**config.mk**
```make
export PLATFORM = sky130hd
export DESIGN_NAME = hsv_stream_ctrl_flat
export DESIGN_NICKNAME = d
export VERILOG_FILES = /design/src/rtl/hsv_stream_ctrl_if.sv /design/src/rtl/hsv_stream_ctrl.sv /design/src/flat_wrapper.sv
export SDC_FILE = /design/constraint.sdc
export NUM_CORES = 1
export LEC_CHECK = 0
export CAP_MARGIN = 20
export CORE_MARGIN = 5
export CORE_UTILIZATION = 50
export DETAILED_ROUTE_END_ITERATION = 12
export PLACE_DENSITY_LB_ADDON = 0.08
export RECOVER_POWER = 50
export SLEW_MARGIN = 10
export SYNTH_ARGS = -nofsm -noshare
export SYNTH_HDL_FRONTEND = slang
export SYNTH_SLANG_ARGS = --single-unit
```
**constraint.sdc**
```tcl
create_clock -name clk -period 4.45 [get_ports clk]
set_clock_uncertainty 0.2 [all_clocks]
set_input_delay 0.6675 -clock clk [delete_from_list [all_inputs] [get_ports clk]]
set_output_delay 0.6675 -clock clk [all_outputs]
set_load 0.02 [all_outputs]
```
**src/rtl/hsv_stream_ctrl_if.sv**
```systemverilog
// Bus bundle between the pixel source, the RGB->HSV converter and the threshold stage.
// The master modport is the stream controller's view. The slave modport is the environment's view.
interface hsv_stream_ctrl_if;
  logic       s_valid;
  logic       s_ready;
  logic [7:0] s_r;
  logic [7:0] s_g;
  logic [7:0] s_b;
  logic       s_sop;
  logic       s_eop;

  logic       cvt_rst_n;
  logic       cvt_valid_in;
  logic [7:0] cvt_r;
  logic [7:0] cvt_g;
  logic [7:0] cvt_b;
  logic       cvt_valid_out;
  logic [8:0] cvt_h;
  logic [7:0] cvt_s;
  logic [7:0] cvt_v;

  logic       m_valid;
  logic       m_ready;
  logic [8:0] m_h;
  logic [7:0] m_s;
  logic [7:0] m_v;
  logic       m_sop;
  logic       m_eop;

  modport master (
    input  s_valid, s_r, s_g, s_b, s_sop, s_eop,
    output s_ready,
    output cvt_rst_n, cvt_valid_in, cvt_r, cvt_g, cvt_b,
    input  cvt_valid_out, cvt_h, cvt_s, cvt_v,
    output m_valid, m_h, m_s, m_v, m_sop, m_eop,
    input  m_ready
  );

  modport slave (
    output s_valid, s_r, s_g, s_b, s_sop, s_eop,
    input  s_ready,
    input  cvt_rst_n, cvt_valid_in, cvt_r, cvt_g, cvt_b,
    output cvt_valid_out, cvt_h, cvt_s, cvt_v,
    input  m_valid, m_h, m_s, m_v, m_sop, m_eop,
    output m_ready
  );
endinterface

```
**src/rtl/hsv_stream_ctrl.sv**
```systemverilog
// Credit-gated ready/valid wrapper around a fixed-latency, non-stallable RGB->HSV converter.
// Optional statistics counters are built only when HSV_STREAM_CTRL_STATS_EN is defined.
module hsv_stream_ctrl #(
  parameter int LATENCY      = 4,
  parameter int FIFO_DEPTH   = 8,
  parameter int FLUSH_CYCLES = 2
) (
  input  logic               clk,
  input  logic               rst,
  input  logic               soft_flush,
  hsv_stream_ctrl_if.master  bus,
  output logic               busy,
  output logic               err_sync,
  output logic [31:0]        stat_pix_cnt,
  output logic [15:0]        stat_frame_cnt
);
  localparam int AW = $clog2(FIFO_DEPTH);
  localparam int CW = AW + 1;
  localparam int FW = $clog2(FLUSH_CYCLES + 1);

  typedef enum logic [1:0] {ST_FLUSH, ST_RUN, ST_DRAIN} state_t;

  typedef struct packed {
    logic [8:0] h;
    logic [7:0] s;
    logic [7:0] v;
    logic       sop;
    logic       eop;
  } entry_t;

  state_t          state, state_nxt;
  logic [FW-1:0]   flush_cnt, flush_cnt_nxt;
  logic [CW-1:0]   in_flight, fifo_count;
  logic [AW-1:0]   wr_ptr, rd_ptr;
  entry_t          mem [FIFO_DEPTH];
  logic [2:0]      dl [LATENCY];
  logic            cvt_vld_q, sop_q, eop_q;
  logic [7:0]      r_q, g_q, b_q;
  logic            ready, cvt_rst_n_c, accept;
  logic            tap_vld, tap_sop, tap_eop;
  logic            fifo_full, push_ok, pop, out_vld;
  logic [CW:0]     credit_used;
  entry_t          head;

  assign credit_used = {1'b0, in_flight} + {1'b0, fifo_count};
  assign accept      = bus.s_valid & ready;
  assign {tap_vld, tap_sop, tap_eop} = dl[LATENCY-1];
  assign fifo_full   = (fifo_count == CW'(FIFO_DEPTH));
  assign push_ok     = tap_vld & ~fifo_full;
  assign out_vld     = (fifo_count != '0);
  assign pop         = out_vld & bus.m_ready;
  assign head        = mem[rd_ptr];

  always_comb begin
    state_nxt     = state;
    flush_cnt_nxt = flush_cnt;
    ready         = 1'b0;
    cvt_rst_n_c   = 1'b1;
    case (state)
      ST_FLUSH: begin
        cvt_rst_n_c = 1'b0;
        if (flush_cnt == FW'(FLUSH_CYCLES - 1)) begin
          state_nxt     = ST_RUN;
          flush_cnt_nxt = '0;
        end else begin
          flush_cnt_nxt = flush_cnt + FW'(1);
        end
      end
      ST_RUN: begin
        // soft_flush closes the input in the same cycle it is seen
        if (soft_flush) state_nxt = ST_DRAIN;
        else            ready     = (credit_used < (CW+1)'(FIFO_DEPTH));
      end
      ST_DRAIN: begin
        if (in_flight == '0 && fifo_count == '0) begin
          state_nxt     = ST_FLUSH;
          flush_cnt_nxt = '0;
        end
      end
      default: state_nxt = ST_FLUSH;
    endcase
  end

  always_ff @(posedge clk or posedge rst) begin
    if (rst) begin
      state     <= ST_FLUSH;
      flush_cnt <= '0;
    end else begin
      state     <= state_nxt;
      flush_cnt <= flush_cnt_nxt;
    end
  end

  always_ff @(posedge clk or posedge rst) begin
    if (rst) begin
      cvt_vld_q <= 1'b0;
      sop_q     <= 1'b0;
      eop_q     <= 1'b0;
      r_q       <= '0;
      g_q       <= '0;
      b_q       <= '0;
    end else begin
      cvt_vld_q <= accept;
      if (accept) begin
        r_q   <= bus.s_r;
        g_q   <= bus.s_g;
        b_q   <= bus.s_b;
        sop_q <= bus.s_sop;
        eop_q <= bus.s_eop;
      end
    end
  end

  // Tap lines up with the converter's valid_out: LATENCY stages behind cvt_valid_in
  always_ff @(posedge clk or posedge rst) begin
    if (rst) begin
      for (int i = 0; i < LATENCY; i++) dl[i] <= '0;
    end else begin
      dl[0] <= {cvt_vld_q, sop_q, eop_q};
      for (int i = 1; i < LATENCY; i++) dl[i] <= dl[i-1];
    end
  end

  always_ff @(posedge clk or posedge rst) begin
    if (rst) begin
      in_flight  <= '0;
      fifo_count <= '0;
      wr_ptr     <= '0;
      rd_ptr     <= '0;
      err_sync   <= 1'b0;
    end else begin
      case ({accept, tap_vld})
        2'b10:   in_flight <= in_flight + CW'(1);
        2'b01:   in_flight <= in_flight - CW'(1);
        default: ;
      endcase
      case ({push_ok, pop})
        2'b10:   fifo_count <= fifo_count + CW'(1);
        2'b01:   fifo_count <= fifo_count - CW'(1);
        default: ;
      endcase
      if (push_ok) wr_ptr <= wr_ptr + AW'(1);
      if (pop)     rd_ptr <= rd_ptr + AW'(1);
      if ((bus.cvt_valid_out != tap_vld) || (tap_vld && fifo_full))
        err_sync <= 1'b1;
    end
  end

  always_ff @(posedge clk) begin
    if (push_ok)
      mem[wr_ptr] <= '{h: bus.cvt_h, s: bus.cvt_s, v: bus.cvt_v, sop: tap_sop, eop: tap_eop};
  end

  assign bus.s_ready      = ready;
  assign bus.cvt_rst_n    = cvt_rst_n_c;
  assign bus.cvt_valid_in = cvt_vld_q;
  assign bus.cvt_r        = r_q;
  assign bus.cvt_g        = g_q;
  assign bus.cvt_b        = b_q;
  // Payload is gated so that unwritten storage never reaches the outputs
  assign bus.m_valid      = out_vld;
  assign bus.m_h          = out_vld ? head.h   : '0;
  assign bus.m_s          = out_vld ? head.s   : '0;
  assign bus.m_v          = out_vld ? head.v   : '0;
  assign bus.m_sop        = out_vld ? head.sop : 1'b0;
  assign bus.m_eop        = out_vld ? head.eop : 1'b0;

  assign busy = (state != ST_RUN) || (in_flight != '0) || out_vld;

`ifdef HSV_STREAM_CTRL_STATS_EN
  always_ff @(posedge clk or posedge rst) begin
    if (rst) begin
      stat_pix_cnt   <= '0;
      stat_frame_cnt <= '0;
    end else if (pop) begin
      stat_pix_cnt <= stat_pix_cnt + 32'd1;
      if (head.eop) stat_frame_cnt <= stat_frame_cnt + 16'd1;
    end
  end
`else
  assign stat_pix_cnt   = '0;
  assign stat_frame_cnt = '0;
`endif

endmodule
```
**src/flat_wrapper.sv**
```systemverilog
// flat-port wrapper written by rule: the top's interface ports become plain ports
module hsv_stream_ctrl_flat 
#(
  parameter int LATENCY      = 4,
  parameter int FIFO_DEPTH   = 8,
  parameter int FLUSH_CYCLES = 2
)
  (clk, rst, soft_flush, busy, err_sync, stat_pix_cnt, stat_frame_cnt, bus_s_valid, bus_s_r, bus_s_g, bus_s_b, bus_s_sop, bus_s_eop, bus_s_ready, bus_cvt_rst_n, bus_cvt_valid_in, bus_cvt_r, bus_cvt_g, bus_cvt_b, bus_cvt_valid_out, bus_cvt_h, bus_cvt_s, bus_cvt_v, bus_m_valid, bus_m_h, bus_m_s, bus_m_v, bus_m_sop, bus_m_eop, bus_m_ready);
  hsv_stream_ctrl_if bus_i ();
  input  logic clk;
  input  logic rst;
  input  logic soft_flush;
  output logic busy;
  output logic err_sync;
  output logic [31:0] stat_pix_cnt;
  output logic [15:0] stat_frame_cnt;
  input wire logic [$bits(bus_i.s_valid)-1:0] bus_s_valid;
  input wire logic [$bits(bus_i.s_r)-1:0] bus_s_r;
  input wire logic [$bits(bus_i.s_g)-1:0] bus_s_g;
  input wire logic [$bits(bus_i.s_b)-1:0] bus_s_b;
  input wire logic [$bits(bus_i.s_sop)-1:0] bus_s_sop;
  input wire logic [$bits(bus_i.s_eop)-1:0] bus_s_eop;
  output wire logic [$bits(bus_i.s_ready)-1:0] bus_s_ready;
  output wire logic [$bits(bus_i.cvt_rst_n)-1:0] bus_cvt_rst_n;
  output wire logic [$bits(bus_i.cvt_valid_in)-1:0] bus_cvt_valid_in;
  output wire logic [$bits(bus_i.cvt_r)-1:0] bus_cvt_r;
  output wire logic [$bits(bus_i.cvt_g)-1:0] bus_cvt_g;
  output wire logic [$bits(bus_i.cvt_b)-1:0] bus_cvt_b;
  input wire logic [$bits(bus_i.cvt_valid_out)-1:0] bus_cvt_valid_out;
  input wire logic [$bits(bus_i.cvt_h)-1:0] bus_cvt_h;
  input wire logic [$bits(bus_i.cvt_s)-1:0] bus_cvt_s;
  input wire logic [$bits(bus_i.cvt_v)-1:0] bus_cvt_v;
  output wire logic [$bits(bus_i.m_valid)-1:0] bus_m_valid;
  output wire logic [$bits(bus_i.m_h)-1:0] bus_m_h;
  output wire logic [$bits(bus_i.m_s)-1:0] bus_m_s;
  output wire logic [$bits(bus_i.m_v)-1:0] bus_m_v;
  output wire logic [$bits(bus_i.m_sop)-1:0] bus_m_sop;
  output wire logic [$bits(bus_i.m_eop)-1:0] bus_m_eop;
  input wire logic [$bits(bus_i.m_ready)-1:0] bus_m_ready;
  assign bus_i.s_valid = bus_s_valid;
  assign bus_i.s_r = bus_s_r;
  assign bus_i.s_g = bus_s_g;
  assign bus_i.s_b = bus_s_b;
  assign bus_i.s_sop = bus_s_sop;
  assign bus_i.s_eop = bus_s_eop;
  assign bus_s_ready = bus_i.s_ready;
  assign bus_cvt_rst_n = bus_i.cvt_rst_n;
  assign bus_cvt_valid_in = bus_i.cvt_valid_in;
  assign bus_cvt_r = bus_i.cvt_r;
  assign bus_cvt_g = bus_i.cvt_g;
  assign bus_cvt_b = bus_i.cvt_b;
  assign bus_i.cvt_valid_out = bus_cvt_valid_out;
  assign bus_i.cvt_h = bus_cvt_h;
  assign bus_i.cvt_s = bus_cvt_s;
  assign bus_i.cvt_v = bus_cvt_v;
  assign bus_m_valid = bus_i.m_valid;
  assign bus_m_h = bus_i.m_h;
  assign bus_m_s = bus_i.m_s;
  assign bus_m_v = bus_i.m_v;
  assign bus_m_sop = bus_i.m_sop;
  assign bus_m_eop = bus_i.m_eop;
  assign bus_i.m_ready = bus_m_ready;
  hsv_stream_ctrl #(.LATENCY(LATENCY), .FIFO_DEPTH(FIFO_DEPTH), .FLUSH_CYCLES(FLUSH_CYCLES)) u_core (.clk(clk), .rst(rst), .soft_flush(soft_flush), .bus(bus_i), .busy(busy), .err_sync(err_sync), .stat_pix_cnt(stat_pix_cnt), .stat_frame_cnt(stat_frame_cnt));
endmodule
```
# Word level (Yosys, flattened, before mapping)
# Memory sizes are Yosys's and may differ from the RTL's.
# Cells that the tools add are included.
# classes
n_addsub	8
n_mul	0
div	0
magnitude_cmp	1
eq_ne	13
shift	0
muxes	18
bitwise_logic	4
reduce_logical	15
# op_table
op	count
8-bit 2-to-1 mux	2
4-bit one-hot mux with 2 select lines	2
9-bit 2-to-1 mux	1
4-bit by 1-bit adder with 4-bit output (second input constant)	2
2-bit by 1-bit == test with 1-bit output (second input constant)	4
4-bit zero test	2
2-bit 2-to-1 mux	4
4-bit nonzero test	2
4-bit by 1-bit subtractor with 4-bit output (second input constant)	2
1-bit 2-to-1 mux	7
3-bit by 1-bit adder with 3-bit output (second input constant)	2
2-bit == test (second input constant)	3
2-bit by 1-bit inequality test with 1-bit output (second input constant)	3
2-bit one-hot mux with 3 select lines	1
2-bit nonzero test	3
4-bit by 4-bit adder with 5-bit output	1
5-bit by 4-bit less-than comparator with 1-bit output (second input constant)	1
4-bit == test (second input constant)	1
2-bit one-hot mux with 2 select lines	1
1-bit bitwise AND	3
1-bit logical OR	3
3-bit AND reduction	1
2-bit by 1-bit adder with 2-bit output (second input constant)	1
1-bit logical AND	2
5 further kinds	5
# word_totals
regBits	58
latch_bits	0
ramBits	216
romBits	0
out_inout_bits	105
wordCells	77
memories	1
# memory_table
name	depth	word_bits	rd	rd_ports_with_merged_regs	write_ports	line	rtl
u_core.mem	8	27	1	0	1	hsv_stream_ctrl.sv:35	entry_t mem [FIFO_DEPTH];

# Longest topological paths before layout
# Gate-level depths: netlist of the first run.
# depth
word_depth	7
ltp_mapped	10
depth_no_buf	9

# Worst setup path before layout of the first run
# Ideal clock, no wire load.
# synth_timing
path_type	register to register
startpoint	register u_core.fifo_count[3]
endpoint	memory u_core.mem[0][0] (netlist name) (enable)
t_arrival_ps	3408
t_required_ps	3771
path_slack_ps	363
path_stages_with_launch	4
path_buffers	0
path_cell_list	dfrtp_1 or4b_2 nand2_1 nor4_1
# synth_between
elab_chain_cells	5
# synth_rtl
element	line	rtl
from (decl)	hsv_stream_ctrl.sv:33	logic [CW-1:0] in_flight, fifo_count;
from (signal assigned)	hsv_stream_ctrl.sv:138	2'b10: fifo_count <= fifo_count + CW'(1);
from (signal assigned)	hsv_stream_ctrl.sv:139	2'b01: fifo_count <= fifo_count - CW'(1);
4-bit == test	hsv_stream_ctrl.sv:48	assign fifo_full = (fifo_count == CW'(FIFO_DEPTH));
1-bit inverter	hsv_stream_ctrl.sv:49	assign push_ok = tap_vld & ~fifo_full;
1-bit bitwise AND	hsv_stream_ctrl.sv:49	
1-bit 2-to-1 mux	hsv_stream_ctrl.sv:150	if (push_ok)
1-bit 2-to-1 mux (not written as such)	hsv_stream_ctrl.sv:151	mem[wr_ptr] <= '{h: bus.cvt_h, s: bus.cvt_s, v: bus.cvt_v, sop: tap_sop, eop: tap_eop};
to (decl)	hsv_stream_ctrl.sv:35	
# Every way passes these cells.

# Worst setup path after layout of the first run
# layout_timing
startpoint	register u_core.fifo_count[0]
endpoint	output port bus_m_h[4]
# layout_between
elab_chain_cells	2
# layout_rtl
element	line	rtl
4-bit nonzero test	hsv_stream_ctrl.sv:50	assign out_vld = (fifo_count != '0);
9-bit 2-to-1 mux	hsv_stream_ctrl.sv:162	assign bus.m_h = out_vld ? head.h : '0;
to (decl)	flat_wrapper.sv:34	output wire logic [$bits(bus_i.m_h)-1:0] bus_m_h;
# Every way passes these cells.

==> results.ini, run 1 <==
[synth]
synth_cells=563
async_reset_ff_share_pct=21.2
synth_top_area_share_pct=59.1
ys.flop_type=edfxtp_1
synth.largest_area_cell=edfxtp_1
synth_area_per_cell_um2=19.5
synth.distinct_cells=43
ys.warnings.count=0
syn_area_mm2=0.0110
synth-edff-count=216
yosysSeqAreaShare_pct=72.3
ys_ff_latch=274
synth.area.top_cells=edfxtp_1 59%, dfrtp_1 13%, mux4_2 11%

[clocking]
cts_sinks=274
root_buffer=clkbuf_16
cts_tree=done
cts_setup_buffers=0
htreeDepth=1
cts_max_path_buffers=3
clock_latency_ns=0.53
path_clk_slew_ns=0.06
ctsHoldBuffers=0
cts_resized=0
numCtsBuffers=28

[timing]
final.period_utilization_pct=92.6
hold_viol_final=0
min_period_ns=4.12
max_freq_mhz=243
slew_viol_final=0
setup_viol=0
setup_tns_ns=0
tightest_slew_ns=1.38
rsz0062_at_grt=no
max_slew_margin_pct=7.89
hold_slack_ns=0.144

[power]
p_seq_share_pct=39.4
powerDensity_mw_per_mm2=643
switching_share_pct=30.6
switchingPower_mw=2.61
power_frac_clock_pct=27.0
p_leak_nw=4.66
intPower_mw=5.92
peakVddDrop_v=0.000417
combPwrFrac_pct=33.6

[floorplanning]
die_y_um=158
core_mm2=0.0218
fp-row-count=54
dieArea_mm2=0.0250
io_pins=162
die_x_um=158
start_util_pct=50.5

[placed_design]
post_dp_cell_area_mm2=0.0123
gp_congestion=0.751
place.port_buffers=113
dp.final_hpwl_um=13200

[worst_setup_path]
critPathArrivalTime_ns=3.25
critPathCaptureType=output port
start_kind=register
critPathMaxFanout=17
critPathKind=register to output port
critPathRequiredTime_ns=3.58

[drt]
wl_met1_um=8900
post_drt_via_cell_ratio=5.42
routed_wl_um=21500
drc=0
routed-wl-met2_um=10600
firstDrtPassIters=4
dr_total_vias=5421
drtAntennaViolNets=0
drtIter0Drc=360
top_layer_used=met4
avgRoutedWirePerCell_um=21.5
routed-wl-met3_um=1640

[outcome]
status=completed

[grt]
grt_pass1_wl_um=34100
antenna_found_initial=1
grt.total_usage_pct=17.5
grt_overflow_total=0
grt_pass1_vias=5975
grt_max_degree=37

[finish]
design_area_mm2=0.0132
final_nets=767
postLayoutCoreUtil_pct=60.9
drive_gt1_share_pct=20.9
syn_to_final_growth_pct=20.6

[worst_hold_path]
min_path_type=register to register

[run]
drv_cap=0

==> routing by layer <==
layer / track usage, % / up-vias
met2: 29.3 / 174
met1: 23.4 / 2796
met3: 4.89 / 28
met5: 0 / -
met4: 3.33 / 0
li1: - / 2423
==> synth_stat cells (3+ instances only) <==
cell / count
nand2_1: 9
nor3_1: 5
buf_6: 4
buf_2: 11
mux4_2: 54
o21ai_0: 5
nor2b_1: 3
nor2_1: 6
mux2_2: 29
nand3_1: 6
xnor2_1: 6
ha_1: 11
clkbuf_1: 8
nand2b_1: 3
or4b_2: 3
buf_4: 48
a22o_1: 27
inv_1: 13
edfxtp_1: 216
dfrtp_1: 58
a21oi_1: 4
nor3b_1: 5
==> layout make-up <==
class,count,area (um^2)
antenna,1,2.50
clock buffer,41,781
clock inverter,11,124
fill,1604,8510
inverter,13,48.8
multi-input combinational,252,2730
sequential,274,7940
tap,280,350
timing repair buffer,128,1260
==> per-stage QoR <==
step	power (mW)	std cells	setup WS (ns)
finish	8.52	1000	0.331
CTS	8.64	999	0.303
floorplan	5.19	610	0.363
global route	8.96	1000	0.201
global placement	6.25	947	0.704
detailed placement	6.32	947	0.552
==> cell families after synthesis <==
group / count (synthesis) / share of synthesized area, %
AOI/OAI and AO/OA: 49 / 3.68
buffers and inverters: 84 / 4.91
DFF: 274 / 72.3
xor gates and xnor gates: 8 / 0.638
adders and majority gates: 13 / 1.62
muxes: 86 / 14.3
other: 1 / 0.0341
and+or+nand+nor: 48 / 2.51
==> power groups by stage <==
| stage | clock network [mW] | logic, mW | registers, mW |
|---|---|---|---|
| finish | 2.30 | 2.87 | 3.36 |
| global route | 2.46 | 3.08 | 3.41 |
| CTS | 2.35 | 2.92 | 3.36 |
| detailed placement | 0 | 2.91 | 3.41 |
| global placement | 0 | 2.87 | 3.39 |
| floorplan | 0 | 1.83 | 3.36 |
==> worst max-delay path, stage by stage, from the launching register on <==
cell and delay [ns]:
dfrtp_1 0.46, or4_1 0.70, and2_1 0.42, buf_4 0.31, a22o_1 0.26, clkdlybuf4s50_1 0.55
==> placed cells by master (no fill, tap or decap), drive strengths merged, types with 2 or more instances in the layout <==
cell type      count
edfxtp           216
nor3               5
nor2b              3
inv               13
nand2b             3
xnor2              6
nand3              6
xor2               2
bufinv             3
o211ai             2
nor2               6
or4b               3
fa                 2
ha                11
a21oi              4
buf               14
dlygate4sd3       27
mux2i              2
o311ai             2
or4                3
a22o              27
nand2              9
clkdlybuf4s50     86
o21ai              5
clkbuf            42
conb              48
clkinv             8
mux2              30
nor3b              5
a2111o             2
a31oi              2
mux4              54
dfrtp             58
==> state kept, by name, summed over array words and instances, names as in the netlist, 3 cells and up <==
name,flops
u_core.wr_ptr,3
u_core.in_flight,4
u_core.bus.cvt_r,8
u_core.dl,12
u_core.rd_ptr,3
u_core.bus.cvt_b,8
u_core.fifo_count,4
u_core.bus.cvt_g,8
u_core.mem,216
==> path summary, 6_finish.rpt <==
kind	start	endpoint	slack [ns]	cells after the start
max	u_core.fifo_count[0]	bus_m_h[4]	0.33	5
min	u_core.dl[3]	u_core.dl[0]	0.14	0
max reg2reg	u_core.fifo_count[3]	u_core.in_flight[3]	0.86	9
min reg2reg	u_core.dl[3]	u_core.dl[0]	0.14	0
max in group asynchronous	rst	u_core.err_sync	1.47	3
min in group asynchronous	rst	u_core.bus.cvt_r[5]	0.79	2
No activity file was read; power rests on OpenSTA's default activity.
==> inputs of run 2 (changes only) <==
--- a/config.mk
+++ b/config.mk
@@ -11,6 +11,7 @@
 export DETAILED_ROUTE_END_ITERATION = 12
 export PLACE_DENSITY_LB_ADDON = 0.08
 export RECOVER_POWER = 50
+export SKIP_LAST_GASP = 1
 export SLEW_MARGIN = 10
 export SYNTH_ARGS = -nofsm -noshare
 export SYNTH_HDL_FRONTEND = slang
==> results of run 2 <==
Same layout as run 1: the final DEF is identical, and so are final timing and power.
==> inputs of run 3 (changes only) <==
--- a/config.mk
+++ b/config.mk
@@ -5,12 +5,14 @@
 export SDC_FILE = /design/constraint.sdc
 export NUM_CORES = 1
 export LEC_CHECK = 0
+export ABC_AREA = 1
 export CAP_MARGIN = 20
 export CORE_MARGIN = 5
 export CORE_UTILIZATION = 50
 export DETAILED_ROUTE_END_ITERATION = 12
 export PLACE_DENSITY_LB_ADDON = 0.08
 export RECOVER_POWER = 50
+export REMOVE_ABC_BUFFERS = 1
 export SKIP_LAST_GASP = 1
 export SLEW_MARGIN = 10
 export SYNTH_ARGS = -nofsm -noshare
==> run 3 against run 2 <==
  * Critical endpoint is now bus_m_h[6]
  * First-iteration DRC count increased by 34%
  * Worst setup slack improved by 0.11 ns
  * Utilization decreased by 0.73 points
  * Sequential cell count unchanged
  * Critical path depth increased by 1
  * Global-route usage increased by 1.1 points
  * Maximum frequency increased by 2.8%
  * Sequential share of layout area decreased by 3.7 points
  * Critical path type unchanged
  * Non-clock buffer count increased by 4
  * Synthesized area increased by 8.4%
==> results.ini, run 3 <==
[outcome]
status=completed

[clocking]
cts_resized=0  ; unchanged
path_clk_slew_ns=0.06  ; about the same
cts_max_path_buffers=3  ; unchanged
cts_sinks=274  ; unchanged
clock_latency_ns=0.53  ; about the same
cts_tree=done
ctsHoldBuffers=0  ; unchanged
cts_setup_buffers=0  ; unchanged
htreeDepth=1  ; unchanged
numCtsBuffers=28  ; unchanged
root_buffer=clkbuf_16

[grt]
grt_pass1_vias=7620  ; +28%
grt_overflow_total=0  ; unchanged
grt_max_degree=57  ; +54%
grt_pass1_wl_um=39800  ; +17%
grt.total_usage_pct=18.6  ; +1.1 points
antenna_found_initial=1  ; unchanged

[drt]
drc=0  ; unchanged
drtAntennaViolNets=0  ; unchanged
dr_total_vias=7686  ; +42%
firstDrtPassIters=5  ; +1
avgRoutedWirePerCell_um=15.8  ; -26%
drtIter0Drc=483  ; +34%
post_drt_via_cell_ratio=4.85  ; -11%
routed_wl_um=25000  ; +17%

[run]
drv_cap=0  ; unchanged

[worst_setup_path]
critPathCaptureType=output port
reg2reg_to=u_core.in_flight[3]
crit_buf_inv=2  ; unchanged
critPathMaxFanout=56  ; +39
critPathKind=register to output port
crit_slowest_cell=dfrtp_4
r2r_cells=14  ; +5
start_kind=register
critPathRequiredTime_ns=3.58  ; about the same
crit_chain=buf_4 -> o21ai_0 -> o21ai_0 -> nor2_1 -> nor2_1 -> clkdlybuf4s50_1
reg2reg_setup_slack_ns=1.21  ; +0.35 ns
critPathArrivalTime_ns=3.14  ; -0.11 ns
worstReg2RegStart=u_core.fifo_count[3]
critPathMaxStageDelay_ns=0.82  ; +0.12 ns
path_delay_family=buffers and inverters

[timing]
final.period_utilization_pct=90.1  ; -2.5 points
setup_viol=0  ; unchanged
postLayoutSetupSlackWorst_ns=0.442  ; +0.111 ns
max_slew_margin_pct=9.65  ; +1.8 points
min_period_ns=4.01  ; -0.111 ns
slew_viol_final=0  ; unchanged
hold_slack_ns=0.150  ; +0.00628 ns
tightest_slew_ns=1.35  ; -0.0263 ns
hold_viol_final=0  ; unchanged
setup_tns_ns=0  ; unchanged
max_freq_mhz=250  ; +2.8%
rsz0062_at_grt=no

[placed_design]
place_ws_ns=0.947  ; +0.396 ns
place.port_buffers=113  ; unchanged
dp.final_hpwl_um=14400  ; +8.6%
dp.cells=1532  ; +62%
gp_congestion=0.783  ; +4.4%

[power]
peakVddDrop_v=0.000385  ; -7.6%
powerDensity_mw_per_mm2=649  ; +0.81%
p_leak_nw=5.98  ; +28%
power.total_mw=9.16  ; +7.5%

[finish]
n_antenna_cell=0  ; -1
multiInputGateArea_mm2=0.00320  ; +17%
syn_to_final_growth_pct=18.7
final_common_cell=nand2_1
drive_gt1_share_pct=6.16  ; -15 points
final_cell_mix=391 x nand2_1, 216 x edfxtp_1, 93 x nor2_1, 87 x clkdlybuf4s50_1, 82 x inv_1
final_nets=1314  ; +71%
largest_reg_flops=216  ; unchanged
fillCellCount=1977  ; +23%
top_regs=u_core.mem: 216 flops, u_core.dl: 12 flops
seq_area_mm2=0.00794  ; about the same
regMostFlops=u_core.mem
instances_no_fill=1585  ; +59%

[floorplanning]
start_util_pct=50.7  ; +0.22 points
die_x_um=164  ; +3.8%
die_y_um=164  ; +3.8%
dieArea_mm2=0.0270  ; +7.8%
io_pins=162  ; unchanged
core_mm2=0.0235  ; +7.9%
fp-row-count=56  ; +3.7%

[worst_hold_path]
min_path_cells=0  ; unchanged
min_path_type=register to register
worstHoldEndpoint=u_core.dl[2]
worstHoldStart=u_core.dl[5]

[synth]
yosysMostFrequentCell=nand2_1
synth.distinct_cells=29  ; -33%
synth.area.top_cells=edfxtp_1 55%, nand2_1 12%, dfrtp_1 12%
synth-edff-count=216  ; unchanged
syn_area_mm2=0.0119  ; +8.4%
synth.largest_area_cell=edfxtp_1
ys_top_cells_by_count=391 x nand2_1, 216 x edfxtp_1, 99 x nor2_1, 82 x inv_1, 64 x nand3_1
synth_cells=1135  ; +100%
ys_ff_latch=274  ; unchanged
yosysSeqAreaShare_pct=66.7  ; -5.6 points
synth_top_area_share_pct=54.5  ; -4.6 points
ys.flop_type=edfxtp_1
synth_area_per_cell_um2=10.5  ; -46%
async_reset_ff_share_pct=21.2  ; unchanged
ys.warnings.count=0  ; unchanged

-- run 3: cell count changes in the layout (fill, tap and decap cells not counted), moves of 5 or more --
cell,previous run,this run
o21ai_1,0,18
nor3b_1,5,0
nand4_1,1,27
o21ai_0,5,45
nand3_1,6,64
mux4_2,54,0
inv_1,13,82
clkbuf_1,12,5
nor2_1,3,93
mux2_2,29,0
nand2_1,9,391
a22o_1,27,0
-- run 3: logic make-up after synthesis --
family / Yosys count / share of synthesized area (%)
simple gates: 587 / 20.1
fa+ha+maj: 13 / 1.49
xor+xnor: 10 / 0.736
compound gates: 65 / 2.75
other cells: 1 / 0.0315
buf+inv: 185 / 8.15
flops: 274 / 66.7
-- run 3: routing by layer --
metal | GRT usage, % | share of wire [%] | vias up
met5 | 0 | 0.028 | -
met1 | 24.3 | 43 | 3595
met4 | 4.12 | 2.0 | 2
met2 | 31.8 | 48 | 209
met3 | 4.67 | 7.2 | 36
li1 | - | - | 3844
-- run 3: worst max path at each step --
stage	depth (start not counted)	slack, ns	startpoint	endpoint
floorplan	6	0.22	u_core.rd_ptr[0]	bus_m_eop
global placement	8	0.97	u_core.rd_ptr[0]	bus_m_v[2]
detailed placement	14	0.95	soft_flush	u_core.in_flight[3]
CTS	8	0.39	u_core.rd_ptr[0]	bus_m_v[2]
global route	6	0.18	u_core.rd_ptr[0]	bus_m_h[7]
finish	6	0.44	u_core.rd_ptr[0]	bus_m_h[6]
-- run 3: report_power, final --
group | total [mW] | switching, mW | internal (mW)
combinational | 3.47 | 2.11 | 1.36
clock | 2.34 | 0.957 | 1.38
sequential | 3.36 | 0.301 | 3.05
-- run 3: area by class of cell --
type	instances	share of cell area (%)
Multi-Input combinational cell	723	22.7
Sequential cell	274	56.3
Tap cell	319	2.83
Clock inverter	19	1.29
Timing Repair Buffer	132	9.34
Clock buffer	33	5.32
Inverter	85	2.28
-- run 3: through the flow --
stage               util, %  instance area [um^2]
floorplan                 -                 11400
global placement       56.0                 13100
detailed placement     56.1                 13200
CTS                    60.1                 14100
global route           60.2                 14100
finish                 60.2                 14100
-- run 3: worst register-to-register path: cells and delay by family, from the launching register on --
family	cells	cell delay (ns)
adders and majority gates	3	1.11
buffers and inverters	1	0.07
DFF	1	0.45
and+or+nand+nor	10	1.30
